[src/rtl/controlador_estufa_multi.sv]
// Multi-channel greenhouse controller.
// Each scan latches all channels and the plant type, then walks the channels
// one per clock to accumulate the sum and update each channel's persistence
// filter. The scan ends with one cycle that publishes the results.
// Output strobe: ciclo_valido is high for exactly one clock. In that clock,
// media, alarme, erro_tipo and both display buses hold the values of the scan
// that just finished. There is no back-pressure, so a consumer must sample the
// outputs while the strobe is high.
module controlador_estufa_multi #(
   parameter int N_CH    = 4,
   parameter int W       = 4,
   parameter int N_TIPOS = 4,
   parameter int PERSIST = 3
) (
   input  logic                clock,
   input  logic                reset,
   input  logic                enable,
   input  logic [3:0]          tipo_planta,
   input  logic [N_CH*W-1:0]   sensores,
   output logic [W-1:0]        media,
   output logic [N_CH-1:0]     alarme,
   output logic                erro_tipo,
   output logic                ciclo_valido,
   output logic [7*N_CH-1:0]   display_canais,
   output logic [6:0]          display_media,
   output logic [1:0]          estado_dbg
);

   localparam int LOG_N = $clog2(N_CH);
   localparam int IDX_W = (LOG_N > 0) ? LOG_N : 1;
   localparam int SUM_W = W + LOG_N;
   // The range limits are at most 8+15, so W+5 bits hold every comparison.
   localparam int LIM_W = W + 5;
   localparam logic [4:0]       N_TIPOS_L   = 5'(N_TIPOS);
   localparam logic [3:0]       PERSIST_L   = 4'(PERSIST);
   localparam logic [IDX_W-1:0] ULTIMO_IDX  = IDX_W'(N_CH - 1);

   typedef enum logic [1:0] {
      IDLE     = 2'd0,
      CAPTURA  = 2'd1,
      VARRE    = 2'd2,
      ATUALIZA = 2'd3
   } estado_t;

   estado_t estado, prox_estado;

   logic [N_CH*W-1:0] sens_sh;
   logic [3:0]        tipo_sh;
   logic [SUM_W-1:0]  soma;
   logic [IDX_W-1:0]  idx;
   logic [3:0]        cnt [N_CH];
   logic [N_CH-1:0]   alarm_int;

   // Signals for the channel that is currently being scanned.
   logic [W-1:0]      valor_atual;
   logic [LIM_W-1:0]  valor_ext;
   logic [LIM_W-1:0]  lim_min;
   logic [LIM_W-1:0]  lim_max;
   logic              tipo_inv;
   logic              fora;
   logic              discorda;
   logic [3:0]        cnt_inc;
   logic [W-1:0]      media_nova;

   assign estado_dbg = estado;

   // 7-segment decoder. The bit order is {g,f,e,d,c,b,a} and the outputs are active-high.
   function automatic logic [6:0] seg7(input logic [3:0] d);
      logic [6:0] s;
      case (d)
         4'h0: s = 7'h3F;
         4'h1: s = 7'h06;
         4'h2: s = 7'h5B;
         4'h3: s = 7'h4F;
         4'h4: s = 7'h66;
         4'h5: s = 7'h6D;
         4'h6: s = 7'h7D;
         4'h7: s = 7'h07;
         4'h8: s = 7'h7F;
         4'h9: s = 7'h6F;
         4'hA: s = 7'h77;
         4'hB: s = 7'h7C;
         4'hC: s = 7'h39;
         4'hD: s = 7'h5E;
         4'hE: s = 7'h79;
         default: s = 7'h71;
      endcase
      return s;
   endfunction

   // Classify the current channel against the captured plant type's range.
   always_comb begin
      valor_atual = sens_sh[idx*W +: W];
      valor_ext   = LIM_W'(valor_atual);
      tipo_inv    = ({1'b0, tipo_sh} >= N_TIPOS_L);
      lim_min     = LIM_W'(tipo_sh) + LIM_W'(4);
      lim_max     = LIM_W'(tipo_sh) + LIM_W'(8);
      fora        = (valor_ext < lim_min) || (valor_ext > lim_max);
      discorda    = (fora != alarm_int[idx]);
      cnt_inc     = cnt[idx] + 4'd1;
      media_nova  = W'(soma >> LOG_N);
   end

   // State register.
   always_ff @(posedge clock) begin
      if (!reset) estado <= IDLE;
      else        estado <= prox_estado;
   end

   // Next-state logic. A scan that has started always runs to its publish cycle.
   always_comb begin
      prox_estado = estado;
      case (estado)
         IDLE:     if (enable) prox_estado = CAPTURA;
         CAPTURA:  prox_estado = VARRE;
         VARRE:    if (idx == ULTIMO_IDX) prox_estado = ATUALIZA;
         ATUALIZA: prox_estado = enable ? CAPTURA : IDLE;
         default:  prox_estado = IDLE;
      endcase
   end

   // Datapath: capture, accumulate and filter, then publish the results.
   always_ff @(posedge clock) begin
      if (!reset) begin
         sens_sh        <= '0;
         tipo_sh        <= '0;
         soma           <= '0;
         idx            <= '0;
         alarm_int      <= '0;
         media          <= '0;
         alarme         <= '0;
         erro_tipo      <= 1'b0;
         ciclo_valido   <= 1'b0;
         display_canais <= '0;
         display_media  <= '0;
         for (int i = 0; i < N_CH; i++) cnt[i] <= '0;
      end else begin
         ciclo_valido <= 1'b0;
         case (estado)
            CAPTURA: begin
               sens_sh <= sensores;
               tipo_sh <= tipo_planta;
               soma    <= '0;
               idx     <= '0;
            end
            VARRE: begin
               soma <= soma + SUM_W'(valor_atual);
               idx  <= idx + IDX_W'(1);
               // With an invalid plant type, the filter keeps its state unchanged.
               if (!tipo_inv) begin
                  if (discorda) begin
                     if (cnt_inc == PERSIST_L) begin
                        alarm_int[idx] <= ~alarm_int[idx];
                        cnt[idx]       <= '0;
                     end else begin
                        cnt[idx] <= cnt_inc;
                     end
                  end else begin
                     cnt[idx] <= '0;
                  end
               end
            end
            ATUALIZA: begin
               media        <= media_nova;
               alarme       <= alarm_int;
               erro_tipo    <= tipo_inv;
               ciclo_valido <= 1'b1;
               display_media <= tipo_inv ? 7'h79 : seg7(media_nova[W-1 -: 4]);
               for (int i = 0; i < N_CH; i++)
                  display_canais[i*7 +: 7] <= seg7(sens_sh[i*W + W - 4 +: 4]);
            end
            default: ;
         endcase
      end
   end

endmodule

[config.mk]
export PLATFORM = sky130hd
export DESIGN_NAME = controlador_estufa_multi
export DESIGN_NICKNAME = d
export VERILOG_FILES = /design/src/rtl/controlador_estufa_multi.sv
export SDC_FILE = /design/constraint.sdc
export NUM_CORES = 1
export LEC_CHECK = 0
export CAP_MARGIN = 20
export CORE_UTILIZATION = 35
export DETAILED_ROUTE_END_ITERATION = 8
export SLEW_MARGIN = 20
export SYNTH_ARGS = -nofsm -noshare
export SYNTH_HDL_FRONTEND = slang
export SYNTH_SLANG_ARGS = --single-unit
[constraint.sdc]
create_clock -name clock -period 3.5 [get_ports clock]
set_clock_uncertainty 0.05 [all_clocks]
set_input_delay 0.875 -clock clock [delete_from_list [all_inputs] [get_ports clock]]
set_output_delay 0.875 -clock clock [all_outputs]
set_load 0.005 [all_outputs]
==> impl_metrics.py, run 1 <==
metrics = {
    "job": {
        "cap_viol_max_count": 0,
    },
    "timing": {
        "fmax_mhz": 320,
        "fin_crit_ns": 3.13,
        "slew_violations": 0,
        "grt_setup_unrepaired": "no",
        "hold_viol": 0,
        "slew_headroom": 0.646,
        "worst_slew_pin_slew_ns": 0.530,
        "setup_ws_ns": 0.372,
        "holdWs_ns": 0.424,
        "finalSetupViolCount": 0,
        "finalSetupTns_ns": 0,
        "fin_crit_sh": 0.894,
    },
    "detailed_routing": {
        "drc": 0,
        "antenna_left": 0,
        "dr_total_vias": 4439,
        "met1_length_mm": 6.17,
        "vias_per_cell": 4.99,
        "totalWireLength_mm": 13.4,
        "firstDrtPassIters": 4,
        "drtIter0Drc": 278,
        "wl_met3_um": 338,
        "wl_per_cell_um": 15.0,
        "wl_met2_mm": 6.69,
        "topRoutingLayerUsed": "met4",
    },
    "die": {
        "rows": 46,
        "coreArea_um2": 15900,
        "die-area_um2": 16900,
        "die_w_um": 130,
        "start_util": 0.360,
        "pin_count": 70,
        "die_height_um": 130,
    },
    "final_layout": {
        "area_delta_synth_final_pct": 20.6,
        "diodes": 0,
        "final_cell_area_um2": 6920,
        "fin_cells": 889,
        "multiInputGateArea_um2": 3200,
        "fillers": 1536,
        "drive_above_1_share": 0.0817,
        "final_util": 0.434,
        "layout_commonest_cell": "dfxtp_1",
        "layout_common_cells": "88 x dfxtp_1, 72 x nor2_1, 69 x clkdlybuf4s50_1",
        "seq_area_um2": 2240,
        "fin_nets": 752,
    },
    "synthesis": {
        "yosysTopAreaCell": "dfxtp_1",
        "async_reset_ff_frac": 0,
        "synth_edf_count": 16,
        "synth_top_area_frac": 0.307,
        "syn-cell-area_um2": 5740,
        "syn-num-nets": 698,
        "synthCells": 614,
        "ys_seq_elements": 104,
        "synth_area_leaders": "dfxtp_1 31%, ha_1 13%, mux2i_1 9.2%, edfxtp_1 8.4%, nor2_1 4.7%",
        "ys.flop_type": "dfxtp_1",
        "ys_seq_area_frac": 0.391,
        "yosysWarnings": 0,
        "syn_avg_cell_area_um2": 9.35,
        "synth_cell_type_count": 50,
    },
    "worst_setup_path": {
        "cp.arrival_ns": 3.38,
        "critPathTopFamily": "multiplexers",
        "path_buf_inv": 1,
        "crit_type": "flop to flop",
        "path_cells": "mux4_2 -> ha_1 -> fa_1 -> xor2_1 -> nand3_1 -> a21oi_1 -> inv_1 -> ha_1 -> mux2i_1 -> mux2_2",
        "cp-end-kind": "flop",
        "startpoint_type": "flop",
        "critPathMaxFanout": 5,
        "critical_path_required_ns": 3.75,
        "slowest_delay_ns": 0.55,
        "cp_common_cell": "ha_1",
        "cp_slowest_cell": "mux4_2",
    },
    "global_route": {
        "grt_pass1_vias": 4463,
        "grt_max_degree": 50,
        "grt_usage": 0.168,
        "overflow": 0,
        "antenna_found_initial": 0,
        "grt_pass1_wl_mm": 21.9,
    },
    "cts": {
        "cts_buffers": 9,
        "cts_setup_buffers": 0,
        "insertion_delay_ns": 0.36,
        "clock_path_buffers": 2,
        "ctsResizeCount": 0,
        "tritoncts": "yes",
        "htree_levels": 3,
        "clock-sinks": 104,
        "cts-root-buf": "clkbuf_16",
        "path_clk_slew_ns": 0.07,
        "hold_buffers": 0,
    },
    "status": {
        "status": "finished, final reports clean",
    },
    "placement": {
        "placed_area_um2": 6630,
        "hpwl_mm": 9.75,
        "buffer_ports.inserted": 69,
        "dp_slack_ns": 0.378,
        "dp.cells": 873,
        "place_congestion": 0.833,
    },
    "power_and_ir_drop": {
        "power.total_mw": 4.07,
        "ir_drop_mv": 0.264,
        "p_leak_nw": 2.59,
        "p_per_area_nw_per_um2": 588,
    },
    "worst_hold_path": {
        "hp-class": "flop to flop",
    },
}
-- state kept, by name, indices dropped and copies added (netlist names), named ones only --
name	count
alarm_int	4
alarme	4
ciclo_valido	1
cnt	16
display_canais	28
display_media	7
erro_tipo	1
estado_dbg	2
idx	2
media	4
sens_sh	16
soma	6
tipo_sh	4
-- worst min-delay path: stages (launching register included) --
cell,delay [ns]
dfxtp_1,0.32
nand2_1,0.06
a21oi_1,0.05
-- area by class of cell --
| type | instances | area share |
|---|---|---|
| well taps | 216 | 0.0390 |
| inverters | 39 | 0.0211 |
| flip-flops and latches | 104 | 0.324 |
| clock buffers | 9 | 0.0325 |
| repair buffers | 80 | 0.112 |
| clock inverters | 7 | 0.0103 |
| multi-input cells | 434 | 0.462 |
-- layer usage --
layer / vias up / global-route usage
met2: 72 / 0.287
li1: 2237 / -
met4: 0 / 0.0739
met5: - / 0
met3: 15 / 0.0279
met1: 2115 / 0.207
-- synthesized netlist by cell type, types with 2 or more instances --
cell      instances
o21ai_0          15
o22a_1            2
a22oi_1           6
inv_1            33
nand4_1           2
o22ai_1           5
nand2b_1          7
nor4_1            4
ha_1             60
a21oi_2           2
nor3_1           14
xnor2_1           3
edfxtp_1         16
buf_1             4
and3_1            2
a21boi_0          2
a21oi_1          44
o211ai_1          8
o21ai_1          12
dfxtp_1          88
mux2_2            3
nand3b_1          3
nand3_1          20
xor2_1            3
a211oi_1          5
inv_2             6
clkbuf_1         28
mux2i_1          53
nor2b_1          10
buf_2             3
nor2_1           72
o21a_1            2
buf_6             2
mux4_2           11
a21o_1            2
nand2_1          44
a221oi_1          5
-- worst paths after layout --
kind,from,end,slack (ns),cells past startpoint
min reg2reg,display_canais[3],display_canais[3],0.42,2
min,display_canais[3],display_canais[3],0.42,2
max reg2reg,idx[0],flop,0.37,10
max,idx[0],flop,0.37,10
-- power by group --
part | switching, mW | total [mW] | leakage [nW] | internal, mW
clock | 0.479 | 1.03 | 0.138 | 0.555
combinational | 0.801 | 1.48 | 1.58 | 0.679
sequential | 0.182 | 1.56 | 0.879 | 1.37
total | 1.46 | 4.07 | 2.59 | 2.61
-- cells by family (layout without fill, tap and decap cells) --
logic type,after synthesis,count (layout),share of synthesized area
AOI/OAI and AO/OA,114,114,0.121
muxes,68,68,0.143
DFF,104,104,0.391
adders and majority gates,61,61,0.134
and+or+nand+nor,184,184,0.146
buffers and inverters,76,135,0.0530
xor gates and xnor gates,7,7,0.0120
Note: power is estimated with default switching activity, not from simulation.
==> run 2, diff against run 1 <==
--- a/config.mk
+++ b/config.mk
@@ -8,6 +8,7 @@
 export CAP_MARGIN = 20
 export CORE_UTILIZATION = 35
 export DETAILED_ROUTE_END_ITERATION = 8
+export MAX_ROUTING_LAYER = met4
 export SLEW_MARGIN = 20
 export SYNTH_ARGS = -nofsm -noshare
 export SYNTH_HDL_FRONTEND = slang
==> run 2 against run 1 <==
Against the previous run: wire length shrank 0.71%; first-iteration DRC count shrank 4.0%; sequential power is essentially flat; non-clock buffer count is the same; setup slack lost 0.0030 ns; via count grew 0.18%; critical path type unchanged; highest routed layer unchanged.
==> impl_metrics.py, run 2 (synthesis results as in run 1) <==
metrics = {
    "status": {
        "status": "finished, final reports clean",
    },
    "detailed_routing": {
        "dr_total_vias": 4447,
        "drtIter0Drc": 267,
        "totalWireLength_mm": 13.3,
        "firstDrtPassIters": 5,
        "vias_per_cell": 5.00,
        "wl_per_cell_um": 14.9,
        "antenna_left": 0,
        "drc": 0,
    },
    "cts": {
        "ctsResizeCount": 0,
        "insertion_delay_ns": 0.34,
        "htree_levels": 3,
        "clock-sinks": 104,
        "path_clk_slew_ns": 0.07,
        "tritoncts": "yes",
        "cts_setup_buffers": 0,
        "cts_buffers": 9,
        "cts-root-buf": "clkbuf_16",
        "clock_path_buffers": 2,
        "hold_buffers": 0,
    },
    "timing": {
        "slew_headroom": 0.492,
        "finalSetupTns_ns": 0,
        "fin_crit_ns": 3.13,
        "fmax_mhz": 319,
        "worst_slew_pin_slew_ns": 0.762,
        "slew_violations": 0,
        "finalSetupViolCount": 0,
        "grt_setup_unrepaired": "no",
        "fin_crit_sh": 0.895,
        "hold_viol": 0,
    },
    "final_layout": {
        "diodes": 0,
        "largest_reg_flops": 28,
        "largest-register": "display_canais",
        "fin_nets": 752,
        "area_delta_synth_final_pct": 20.5,
        "fillers": 1542,
        "multiInputGateArea_um2": 3200,
        "fin_cells": 889,
        "layout_common_cells": "88 x dfxtp_1, 72 x nor2_1, 69 x clkdlybuf4s50_1",
        "drive_above_1_share": 0.0817,
        "final_util": 0.434,
        "seq_area_um2": 2240,
        "top_regs": "display_canais x28, cnt x16, sens_sh x16",
        "layout_commonest_cell": "dfxtp_1",
    },
    "die": {
        "pin_count": 70,
        "start_util": 0.360,
        "die_height_um": 130,
        "die-area_um2": 16900,
        "coreArea_um2": 15900,
        "die_w_um": 130,
        "rows": 46,
    },
    "worst_setup_path": {
        "crit_type": "flop to flop",
        "path_buf_inv": 1,
        "critPathTopFamily": "multiplexers",
        "slowest_delay_ns": 0.58,
        "reg2reg_from": "idx[0]",
        "cp_slowest_cell": "mux4_2",
        "startpoint_type": "flop",
        "path_cells": "buf_4 -> mux4_2 -> ha_1 -> nand4_1 -> o211ai_1 -> xnor2_2 -> nor2_2 -> mux2_1 -> a21oi_1",
        "cp.arrival_ns": 3.36,
        "critPathMaxFanout": 9,
        "cp-end-kind": "flop",
        "r2r_slack_ns": 0.37,
        "critical_path_required_ns": 3.73,
        "r2r_cells": 9,
    },
    "placement": {
        "place_congestion": 0.818,
        "hpwl_mm": 9.78,
        "buffer_ports.inserted": 69,
        "dp.cells": 873,
    },
    "global_route": {
        "grt_pass1_wl_mm": 22.1,
        "grt_usage": 0.173,
        "grt_max_degree": 74,
        "antenna_found_initial": 0,
        "overflow": 0,
        "grt_pass1_vias": 4460,
    },
    "power_and_ir_drop": {
        "p_leak_nw": 2.60,
        "p_per_area_nw_per_um2": 581,
        "ir_drop_mv": 0.293,
    },
    "job": {
        "cap_viol_max_count": 0,
    },
    "worst_hold_path": {
        "holdPathEnd": "display_canais[3]",
        "hp-class": "flop to flop",
        "hold_path_depth": 2,
        "hp-start": "display_canais[3]",
    },
}
run 2: changes by cell type in the layout (fill, tap and decap cells not counted):
cell,previous run,this run
clkbuf_8,0,3
clkinvlp_4,3,0
bufinv_16,1,0
clkbuf_4,0,1
clkinv_2,2,3
inv_6,1,0
run 2: through the flow:
step,hold slack [ns],instance area (µm²),setup slack [ns],total power [mW]
finish,0.421,6920,0.369,4.02
global route,0.438,6920,0.105,4.32
CTS,0.424,6920,0.359,4.06
detailed placement,0.414,6630,0.349,3.07
global placement,0.408,6630,0.408,3.02
floorplan,0.394,5740,0.351,2.58
run 2: power breakdown:
group	switching [mW]	internal, mW	total (mW)
Clock	0.431	0.546	0.977
Combinational	0.809	0.685	1.49
Sequential	0.173	1.37	1.55
Total	1.41	2.60	4.02
run 2: final cells by class:
| cell class | count | share of cell area |
|---|---|---|
| multi-input cells | 434 | 0.462 |
| flip-flops and latches | 104 | 0.324 |
| repair buffers | 80 | 0.112 |
| clock buffers | 13 | 0.0396 |
| well taps | 216 | 0.0391 |
| inverters | 39 | 0.0212 |
| clock inverters | 3 | 0.00217 |
run 2: layer usage:
metal  up-vias  GRT usage  wire length (µm)
met5         -          -                 0
met4         0     0.0636               172
met3        14     0.0332               384
met2        70      0.282              6480
met1      2122      0.212              6250
li1       2241          -                 -
run 2: worst register-to-register path: stages, from the launching register on:
cell and delay (ns):
dfxtp_1 0.43, buf_4 0.22, mux4_2 0.58, ha_1 0.38
nand4_1 0.12, o211ai_1 0.32, xnor2_2 0.22, nor2_2 0.25
mux2_1 0.36, a21oi_1 0.14
run 2: how the worst max path moves through the flow:
stage	to	start	cells past startpoint
after global routing	flop	sens_sh[10]	12
after floorplan	flop	idx[0]	13
final	flop	idx[0]	9
after detailed placement	flop	idx[0]	10
after global placement	flop	idx[0]	10
after CTS	flop	idx[0]	9
==> run 3, diff against run 2 <==
--- a/config.mk
+++ b/config.mk
@@ -8,7 +8,7 @@
 export CAP_MARGIN = 20
 export CORE_UTILIZATION = 35
 export DETAILED_ROUTE_END_ITERATION = 8
-export MAX_ROUTING_LAYER = met4
+export SETUP_SLACK_MARGIN = 0.02
 export SLEW_MARGIN = 20
 export SYNTH_ARGS = -nofsm -noshare
 export SYNTH_HDL_FRONTEND = slang
==> results of run 3 <==
Final layout, timing and power as in run 1 (identical DEF).
